`config.mk`:
```
export PLATFORM = sky130hd
export DESIGN_NAME = serial_word_deserializer
export DESIGN_NICKNAME = d
export VERILOG_FILES = /design/src/rtl/deser_pkg.sv /design/src/rtl/deser_out_buffer.sv /design/src/rtl/serial_word_deserializer.sv
export SDC_FILE = /design/constraint.sdc
export NUM_CORES = 1
export LEC_CHECK = 0
export ABC_AREA = 1
export ABC_CLOCK_PERIOD_IN_PS = 3200
export CAP_MARGIN = 20
export CELL_PAD_IN_SITES_DETAIL_PLACEMENT = 1
export CELL_PAD_IN_SITES_GLOBAL_PLACEMENT = 1
export CORE_UTILIZATION = 37
export CTS_CLUSTER_DIAMETER = 50
export CTS_CLUSTER_SIZE = 12
export DETAILED_ROUTE_END_ITERATION = 12
export PLACE_DENSITY_LB_ADDON = 0.08
export SLEW_MARGIN = 40
export SYNTH_ARGS = -nofsm -noshare
export SYNTH_HDL_FRONTEND = slang
export SYNTH_SLANG_ARGS = --single-unit
export TNS_END_PERCENT = 20
```
`constraint.sdc`:
```
create_clock -name clk -period 3.2 [get_ports clk]
set_clock_uncertainty 0.1 [all_clocks]
set_input_delay 0.48 -clock clk [delete_from_list [all_inputs] [get_ports clk]]
set_output_delay 0.48 -clock clk [all_outputs]
set_load 0.1 [all_outputs]
```
`src/rtl/deser_pkg.sv`:
```
// -----------------------------------------------------------------------------
// deser_pkg
// Shared types and constants for serial_word_deserializer.
//   - deser_state_t    : receive FSM state (IDLE, SHIFT, PARITY)
//   - ST_ENC_*         : state encodings backing the enum
//   - WIDTH_MIN/MAX    : legal range of the WIDTH parameter
// Optional feature macro: DESER_PARITY_EN (trailing even-parity bit per frame).
// -----------------------------------------------------------------------------
package deser_pkg;

    localparam logic [1:0] ST_ENC_IDLE   = 2'd0;
    localparam logic [1:0] ST_ENC_SHIFT  = 2'd1;
    localparam logic [1:0] ST_ENC_PARITY = 2'd2;

    typedef enum logic [1:0] {
        ST_IDLE   = ST_ENC_IDLE,
        ST_SHIFT  = ST_ENC_SHIFT,
        ST_PARITY = ST_ENC_PARITY
    } deser_state_t;

    localparam int WIDTH_MIN = 2;
    localparam int WIDTH_MAX = 32;

endpackage

```
`src/rtl/deser_out_buffer.sv`:
```
// -----------------------------------------------------------------------------
// deser_out_buffer
// One-entry valid/ready holding register for completed words. A word offered
// while the entry is full and not being drained is dropped and raises the
// sticky overrun flag.
// Ports:
//   clk, reset       : clock, asynchronous active-high reset
//   i_load           : a completed word is offered this cycle
//   i_word           : the completed word
//   i_parity_err     : parity error of that word (DESER_PARITY_EN only)
//   i_ready          : consumer accepts the held word
//   o_word, o_valid  : held word and its valid flag
//   o_overrun        : sticky, a word was dropped
//   o_parity_err     : parity error held with o_word (DESER_PARITY_EN only)
// Optional feature macro: DESER_PARITY_EN.
// -----------------------------------------------------------------------------
module deser_out_buffer
    import deser_pkg::*;
#(
    parameter int WIDTH = 4
) (
    input  logic             clk,
    input  logic             reset,
    input  logic             i_load,
    input  logic [WIDTH-1:0] i_word,
`ifdef DESER_PARITY_EN
    input  logic             i_parity_err,
`endif
    input  logic             i_ready,
    output logic [WIDTH-1:0] o_word,
    output logic             o_valid,
    output logic             o_overrun
`ifdef DESER_PARITY_EN
    ,
    output logic             o_parity_err
`endif
);

    logic [WIDTH-1:0] r_word;
    logic             r_valid;
    logic             r_overrun;
    logic             w_drain;
    logic             w_space;

    // The entry can take a new word if it is empty or emptying on this edge.
    assign w_drain = r_valid & i_ready;
    assign w_space = ~r_valid | i_ready;

    // NOTE: sequential state uses non-blocking assignments so every register
    // samples pre-edge values, independent of statement order.
    always_ff @(posedge clk or posedge reset) begin
        if (reset) begin
            r_word    <= '0;
            r_valid   <= 1'b0;
            r_overrun <= 1'b0;
        end else begin
            if (i_load && w_space) begin
                r_word  <= i_word;
                r_valid <= 1'b1;
            end else if (w_drain) begin
                r_valid <= 1'b0;
            end
            if (i_load && !w_space) begin
                r_overrun <= 1'b1;
            end
        end
    end

`ifdef DESER_PARITY_EN
    logic r_parity_err;

    // Loaded alongside r_word so it stays qualified by o_valid.
    always_ff @(posedge clk or posedge reset) begin
        if (reset) begin
            r_parity_err <= 1'b0;
        end else if (i_load && w_space) begin
            r_parity_err <= i_parity_err;
        end
    end

    assign o_parity_err = r_parity_err;
`endif

    assign o_word    = r_word;
    assign o_valid   = r_valid;
    assign o_overrun = r_overrun;

endmodule

```
`src/rtl/serial_word_deserializer.sv`:
```
// -----------------------------------------------------------------------------
// serial_word_deserializer
// Receives an LSB-first bitstream on qualified strobes and assembles WIDTH-bit
// words, presented through a one-entry valid/ready buffer.
// Ports:
//   clk, reset   : clock, asynchronous active-high reset
//   serial_in    : serial data bit, sampled when bit_valid=1
//   bit_valid    : one bit consumed per cycle it is high
//   frame_start  : marks the sampled bit as bit 0 of a new word (resyncs)
//   word_out     : assembled word, bit 0 = first bit received
//   word_valid   : word_out holds an undelivered word
//   word_ready   : consumer accept
//   busy         : a frame is partially received
//   overrun      : sticky, a completed word was dropped (buffer full)
//   parity_err   : even-parity error of word_out (DESER_PARITY_EN only)
// Optional feature macro: DESER_PARITY_EN adds a trailing parity bit per frame.
// -----------------------------------------------------------------------------
module serial_word_deserializer
    import deser_pkg::*;
#(
    parameter int WIDTH = 4
) (
    input  logic             clk,
    input  logic             reset,
    input  logic             serial_in,
    input  logic             bit_valid,
    input  logic             frame_start,
    output logic [WIDTH-1:0] word_out,
    output logic             word_valid,
    input  logic             word_ready,
    output logic             busy,
    output logic             overrun
`ifdef DESER_PARITY_EN
    ,
    output logic             parity_err
`endif
);

    localparam int CNT_W = $clog2(WIDTH + 1);
    localparam logic [CNT_W-1:0] CNT_ONE  = CNT_W'(1);
    localparam logic [CNT_W-1:0] CNT_LAST = CNT_W'(WIDTH - 1);

    if (WIDTH < WIDTH_MIN || WIDTH > WIDTH_MAX) begin : g_bad_width
        $error("serial_word_deserializer: WIDTH out of range");
    end

    deser_state_t     r_state;
    deser_state_t     w_state_nxt;
    logic [WIDTH-1:0] r_shift;
    logic [WIDTH-1:0] w_shift_nxt;
    logic [CNT_W-1:0] r_count;
    logic [CNT_W-1:0] w_count_nxt;
    logic             w_complete;
    logic [WIDTH-1:0] w_word;
`ifdef DESER_PARITY_EN
    logic             w_parity_err;
`endif

    always_ff @(posedge clk or posedge reset) begin
        if (reset) begin
            r_state <= ST_IDLE;
            r_shift <= '0;
            r_count <= '0;
        end else begin
            r_state <= w_state_nxt;
            r_shift <= w_shift_nxt;
            r_count <= w_count_nxt;
        end
    end

    // NOTE: every output of this block gets a default first, so no path can
    // leave a signal unassigned and infer a latch.
    always_comb begin
        w_state_nxt  = r_state;
        w_shift_nxt  = r_shift;
        w_count_nxt  = r_count;
        w_complete   = 1'b0;
        w_word       = r_shift;
`ifdef DESER_PARITY_EN
        w_parity_err = 1'b0;
`endif
        if (bit_valid) begin
            if (frame_start) begin
                // New frame, or resync from any state: this bit is bit 0.
                // Older partial bits are cleared so they never leak into a word.
                w_state_nxt = ST_SHIFT;
                w_shift_nxt = {serial_in, {(WIDTH-1){1'b0}}};
                w_count_nxt = CNT_ONE;
            end else begin
                case (r_state)
                    ST_SHIFT: begin
                        // Bits enter at the MSB and move down, so after WIDTH
                        // bits the first one received sits at bit 0.
                        w_shift_nxt = {serial_in, r_shift[WIDTH-1:1]};
                        if (r_count == CNT_LAST) begin
`ifdef DESER_PARITY_EN
                            w_state_nxt = ST_PARITY;
                            w_count_nxt = r_count + CNT_ONE;
`else
                            w_state_nxt = ST_IDLE;
                            w_count_nxt = '0;
                            w_complete  = 1'b1;
                            w_word      = {serial_in, r_shift[WIDTH-1:1]};
`endif
                        end else begin
                            w_count_nxt = r_count + CNT_ONE;
                        end
                    end
`ifdef DESER_PARITY_EN
                    ST_PARITY: begin
                        // Even parity: data bits XOR parity bit must be 0.
                        w_state_nxt  = ST_IDLE;
                        w_count_nxt  = '0;
                        w_complete   = 1'b1;
                        w_word       = r_shift;
                        w_parity_err = (^r_shift) ^ serial_in;
                    end
`endif
                    default: begin
                        // IDLE: a strobe without frame_start is ignored.
                    end
                endcase
            end
        end
    end

    deser_out_buffer #(
        .WIDTH        (WIDTH)
    ) u_out_buffer (
        .clk          (clk),
        .reset        (reset),
        .i_load       (w_complete),
        .i_word       (w_word),
`ifdef DESER_PARITY_EN
        .i_parity_err (w_parity_err),
`endif
        .i_ready      (word_ready),
        .o_word       (word_out),
        .o_valid      (word_valid),
        .o_overrun    (overrun)
`ifdef DESER_PARITY_EN
        ,
        .o_parity_err (parity_err)
`endif
    );

    assign busy = (r_state != ST_IDLE);

endmodule

```
# == After elaboration in Yosys (flattened, before gate mapping) ==
# Cells that the tools add are included.
# word_totals
reg_bits,15
input_bits,6
output_inout_bits,7
word_cells,39
# op_classes
add_sub_neg,1
eq_ne,2
mux,18
n_bitwise,3
n_reduce_logical,9
# op_table
op,count
$mux W4,6
$mux W3,3
$reduce_bool A2 Y1,4
$mux W1,6
$mux W2,3
$add A3 B1 Y3 const B,1
$eq A3 B2 Y1 const B,1
$reduce_and A3 Y1,1
$eq A2 B1 Y1 const B,1
$logic_and A1 B1 Y1,2
$reduce_and A2 Y1,1
$and A1 B1 Y1,1
$logic_not A1 Y1,1
$not A1 Y1,1
$or A1 B1 Y1,1

# == Longest topological paths before layout ==
# depth
ltp_word,7
depth_mapped,6
ltp_nobuf,6

# == Hierarchy ==
# From an unflattened synthesis, not the netlist that was laid out.
# hier_totals
hier_cells,81
area_unflattened_um2,666.9
# modules_own_cells
mod,instances,cells_per_inst,area_per_inst_um2,seq_area_each_um2
serial_word_deserializer,1,56,431.7,200.2
deser_out_buffer,1,25,235.2,150.1

# == Worst setup path after synthesis ==
# OpenSTA, ideal clock, no wires.
# synth_path
path_type,register to register
startpoint,reg r_state[0]
endpoint,"reg u_out_buffer.r_word[0], in the netlist u_out_buffer.o_word[0]"
setup_ns,0.122
t_arrival_ns,1.554
required_time_ns,2.978
path_slack_ns,1.424
path_stages_with_launch,6
n_path_buf,0
synth_period_minus_slack_ns,1.776
cell_sequence,dfrtp_1 -> nand2_2 -> nor2_4 -> nand3_2 -> nand2_1 -> nand2_1
# synth_via
elab_chain_cells,5
word_cells_on_any_way,8
cone_classes,1 x eq/ne; 6 x mux; 1 x reduce/logical
# synth_lines
item,line_no,rtl
"start, declared",serial_word_deserializer.sv:47,deser_state_t r_state;
"start signal, assigned",serial_word_deserializer.sv:65,r_state <= w_state_nxt;
$eq A2 B1 Y1 (*),serial_word_deserializer.sv:90,case (r_state)
$mux W1,serial_word_deserializer.sv:90,
$mux W1,serial_word_deserializer.sv:83,if (frame_start) begin
$mux W1,serial_word_deserializer.sv:82,if (bit_valid) begin
$logic_and A1 B1 Y1,deser_out_buffer.sv:57,if (i_load && w_space) begin
"end signal, assigned",deser_out_buffer.sv:58,r_word <= i_word;
"end, declared",deser_out_buffer.sv:39,logic [WIDTH-1:0] r_word;
# Every way passes the cells marked *; elsewhere a longest branch is shown, timed or not.
# A chain may end at the register's enable or synchronous reset.

# == Worst setup path in the final report ==
# layout_path
startpoint,reg r_state[0]
endpoint,out busy
# layout_via
elab_chain_cells,1
# layout_lines
item,line_no,rtl
$reduce_bool A2 Y1,serial_word_deserializer.sv:147,assign busy = (r_state != ST_IDLE);
"end, declared",serial_word_deserializer.sv:31,"output logic busy,"
# Every way passes these cells.

==> reports/qor.yml <==
setup_path:
  required_ns: 2.62
  cp_num_buf_inv: 1
  endpoint: "busy"
  r2r_end: "u_out_buffer.o_word[3]"
  reg2reg_depth: 6
  worstPathArrival_ns: 0.96
  endpoint_kind: "output port"
  timing.rr.start: "r_count[0]"
  worstSetupPathType: "flop to output port"
  cpPeakStageDelay_ns: 0.38
  path_depth: 1
  crit_chain: "buf_4"
  cp_top_family: "flip-flops"
  worstPathMaxFanout: 3
  worstSetupStartpointType: "flop"
  cp_slowest_cell: "dfrtp_1"
  r2r_slack_ns: 1.91
  cp-startpoint: "r_state[0]"
clock_tree:
  clock_latency_ns: 0.27
  post_cts_buffers: 0
  cts_sinks: 13
  cts_tree: "yes"
  cts_buffers: 3
  cts_max_level: 1
  cts_root_buf: "clkbuf_4"
  hold_buffers: 0
  post_cts_resized: 0
  cts_buffer_depth: 2
  clkTransAtPathRegs_ns: 0.08
route:
  initialDrtViolationCount: 2
  vias_per_cell: 4.91
  dr.pass1.iters: 4
  drcViolationCount: 0
  drt_wl_total_mm: 1.13
  wl_per_cell_um: 12.5
  via_count: 447
  final_antenna_net_count: 0
power:
  p_per_area_nw_per_um2: 922
  power_leakage_nw: 0.364
  p_comb_share_pct: 50.0
  ir_worst_vdd_mv: 0.342
  internal_power_mw: 0.321
  pwr-share-seq_pct: 34.7
  clkPwrFrac_pct: 15.3
  switching_power_mw: 0.337
  swShare_pct: 51.2
logic_synthesis:
  synth_warnings: 0
  synth_most_common_cell: "nand2_1"
  synth_area_um2: 566
  yosys_most_used_dff: "dfrtp_1"
  syn-num-nets: 67
  synth_common_cells: "nand2_1 (17), dfrtp_1 (13), inv_1 (10), nand4_1 (4)"
  ys_seq_area_share_pct: 57.5
  syn_inst: 60
  synth_edf_count: 0
  synth.avg_cell_area_um2: 9.43
  yosysTopAreaCellShare_pct: 57.5
  synth.area.top_cells: "dfrtp_1 (58%), nand2_1 (11%), inv_1 (6.6%)"
  synth_top_cell_by_area: "dfrtp_1"
  ys_ff_latch: 13
  synth.distinct_cells: 14
  async_flop_share_pct: 100
final_layout:
  fin_area_um2: 713
  final_nets: 84
  syn2layout_area_growth_pct: 26.1
  drive_gt1_share_pct: 18.4
  fillers: 168
  antenna_cells: 0
timing:
  finalCritPeriodShare_pct: 48.1
  grt_setup_unrepaired: "no"
  worst_slew_pin_slew_ns: 0.505
  hold_viol_final: 0
  layout_setup_ws_ns: 1.66
  finalSetupViolations: 0
  setup_tns_ns: 0
  period_needed_ns: 1.54
  fmax_ghz: 0.649
  drv_slew: 0
  relSlewSlack_pct: 66.3
worst_hold_path:
  hp-class: "flop to flop"
die:
  dieWidth_um: 41.1
  start_util_pct: 41.4
  row_count: 13
  core_um2: 1370
  io_pins: 13
  die_h_um: 41.1
  dieArea_um2: 1690
placed_design:
  postPlaceCellArea_um2: 687
  pre_cts_slack_ns: 1.41
  gp_congestion: 0.731
  dpl.hpwl_um: 884
  port-buffer-count: 12
grt:
  grt_max_degree: 14
  grt_util_all_layers_pct: 16.0
  antenna_found_initial: 0
  grt_first_pass_wirelength_mm: 1.72
  grt_pass1_vias: 409
  gr-total-overflow: 0
outcome:
  status: "finished, final reports clean"
job:
  max_cap_violations: 0
==> cells in the final DEF, fill, tap and decap left out, drive strengths merged <==
master,n
ha,1
nand2,18
clkdlybuf4s50,5
nand3,4
clkbuf,4
o21ai,1
buf,7
nand4,4
dfrtp,13
o22ai,2
nor2,2
o21bai,1
o211ai,1
inv,10
a21oi,3
==> power by group through the flow <==
stage               clock, mW  sequential [mW]  combinational, mW
floorplan                   0            0.414             0.0735
global placement            0            0.231              0.328
detailed placement          0            0.232              0.331
CTS                     0.107            0.229              0.331
global route            0.112            0.234              0.350
finish                  0.100            0.228              0.329
==> routing by layer <==
layer  share of wire, %  track usage, %  wire, um  vias up
li1                   -               -         -      228
met1                 50            22.4       562      212
met2                 47            22.3       529        5
met3                3.0            3.26        34        2
met4               0.53            9.68         6        0
met5                  0               0         0        -
==> worst min-delay path by stage <==
| stage | from | to | slack, ns | cells past startpoint |
|---|---|---|---|---|
| final | u_out_buffer.o_word[2] | u_out_buffer.o_word[2] | 0.39 | 2 |
| after global routing | u_out_buffer.o_word[3] | u_out_buffer.o_word[3] | 0.42 | 2 |
| after CTS | u_out_buffer.o_word[3] | u_out_buffer.o_word[3] | 0.39 | 2 |
| after detailed placement | u_out_buffer.o_overrun | u_out_buffer.o_overrun | 0.37 | 1 |
| after global placement | u_out_buffer.o_overrun | u_out_buffer.o_overrun | 0.36 | 1 |
| after floorplan | reset | r_count[0] | 0.26 | 1 |
==> registers in the layout, summed over array words and instances, names as in the netlist <==
register / flops
r_shift: 3
r_state: 1
u_out_buffer.o_word: 4
r_count: 3
u_out_buffer.o_overrun: 1
u_out_buffer.o_valid: 1
==> area by class of cell <==
| type | count | area, um^2 | area share, % |
|---|---|---|---|
| repair buffers | 12 | 103 | 14.4 |
| well taps | 15 | 18.8 | 2.63 |
| multi-input cells | 37 | 203 | 28.4 |
| clock buffers | 4 | 26.3 | 3.68 |
| flip-flops and latches | 13 | 325 | 45.6 |
| inverters | 10 | 37.5 | 5.26 |
==> stage by stage <==
step	total power, mW	std cells	hold slack (ns)	util [%]
2_1_floorplan	0.488	60	0.257	-
3_5_place_dp	0.563	87	0.372	50.3
3_3_place_gp	0.559	87	0.361	50.3
6_report	0.657	91	0.386	52.2
5_1_grt	0.695	91	0.417	52.2
4_1_cts	0.667	91	0.395	52.2
==> cell families after synthesis <==
family / share of synthesized area [%]
AO/OA/AOI/OAI: 8.41
adder cells (fa/ha/maj): 2.21
buffers and inverters: 6.64
flip-flops: 57.5
AND/OR/NAND/NOR: 25.2
No activity file was read; power rests on OpenSTA's default activity.
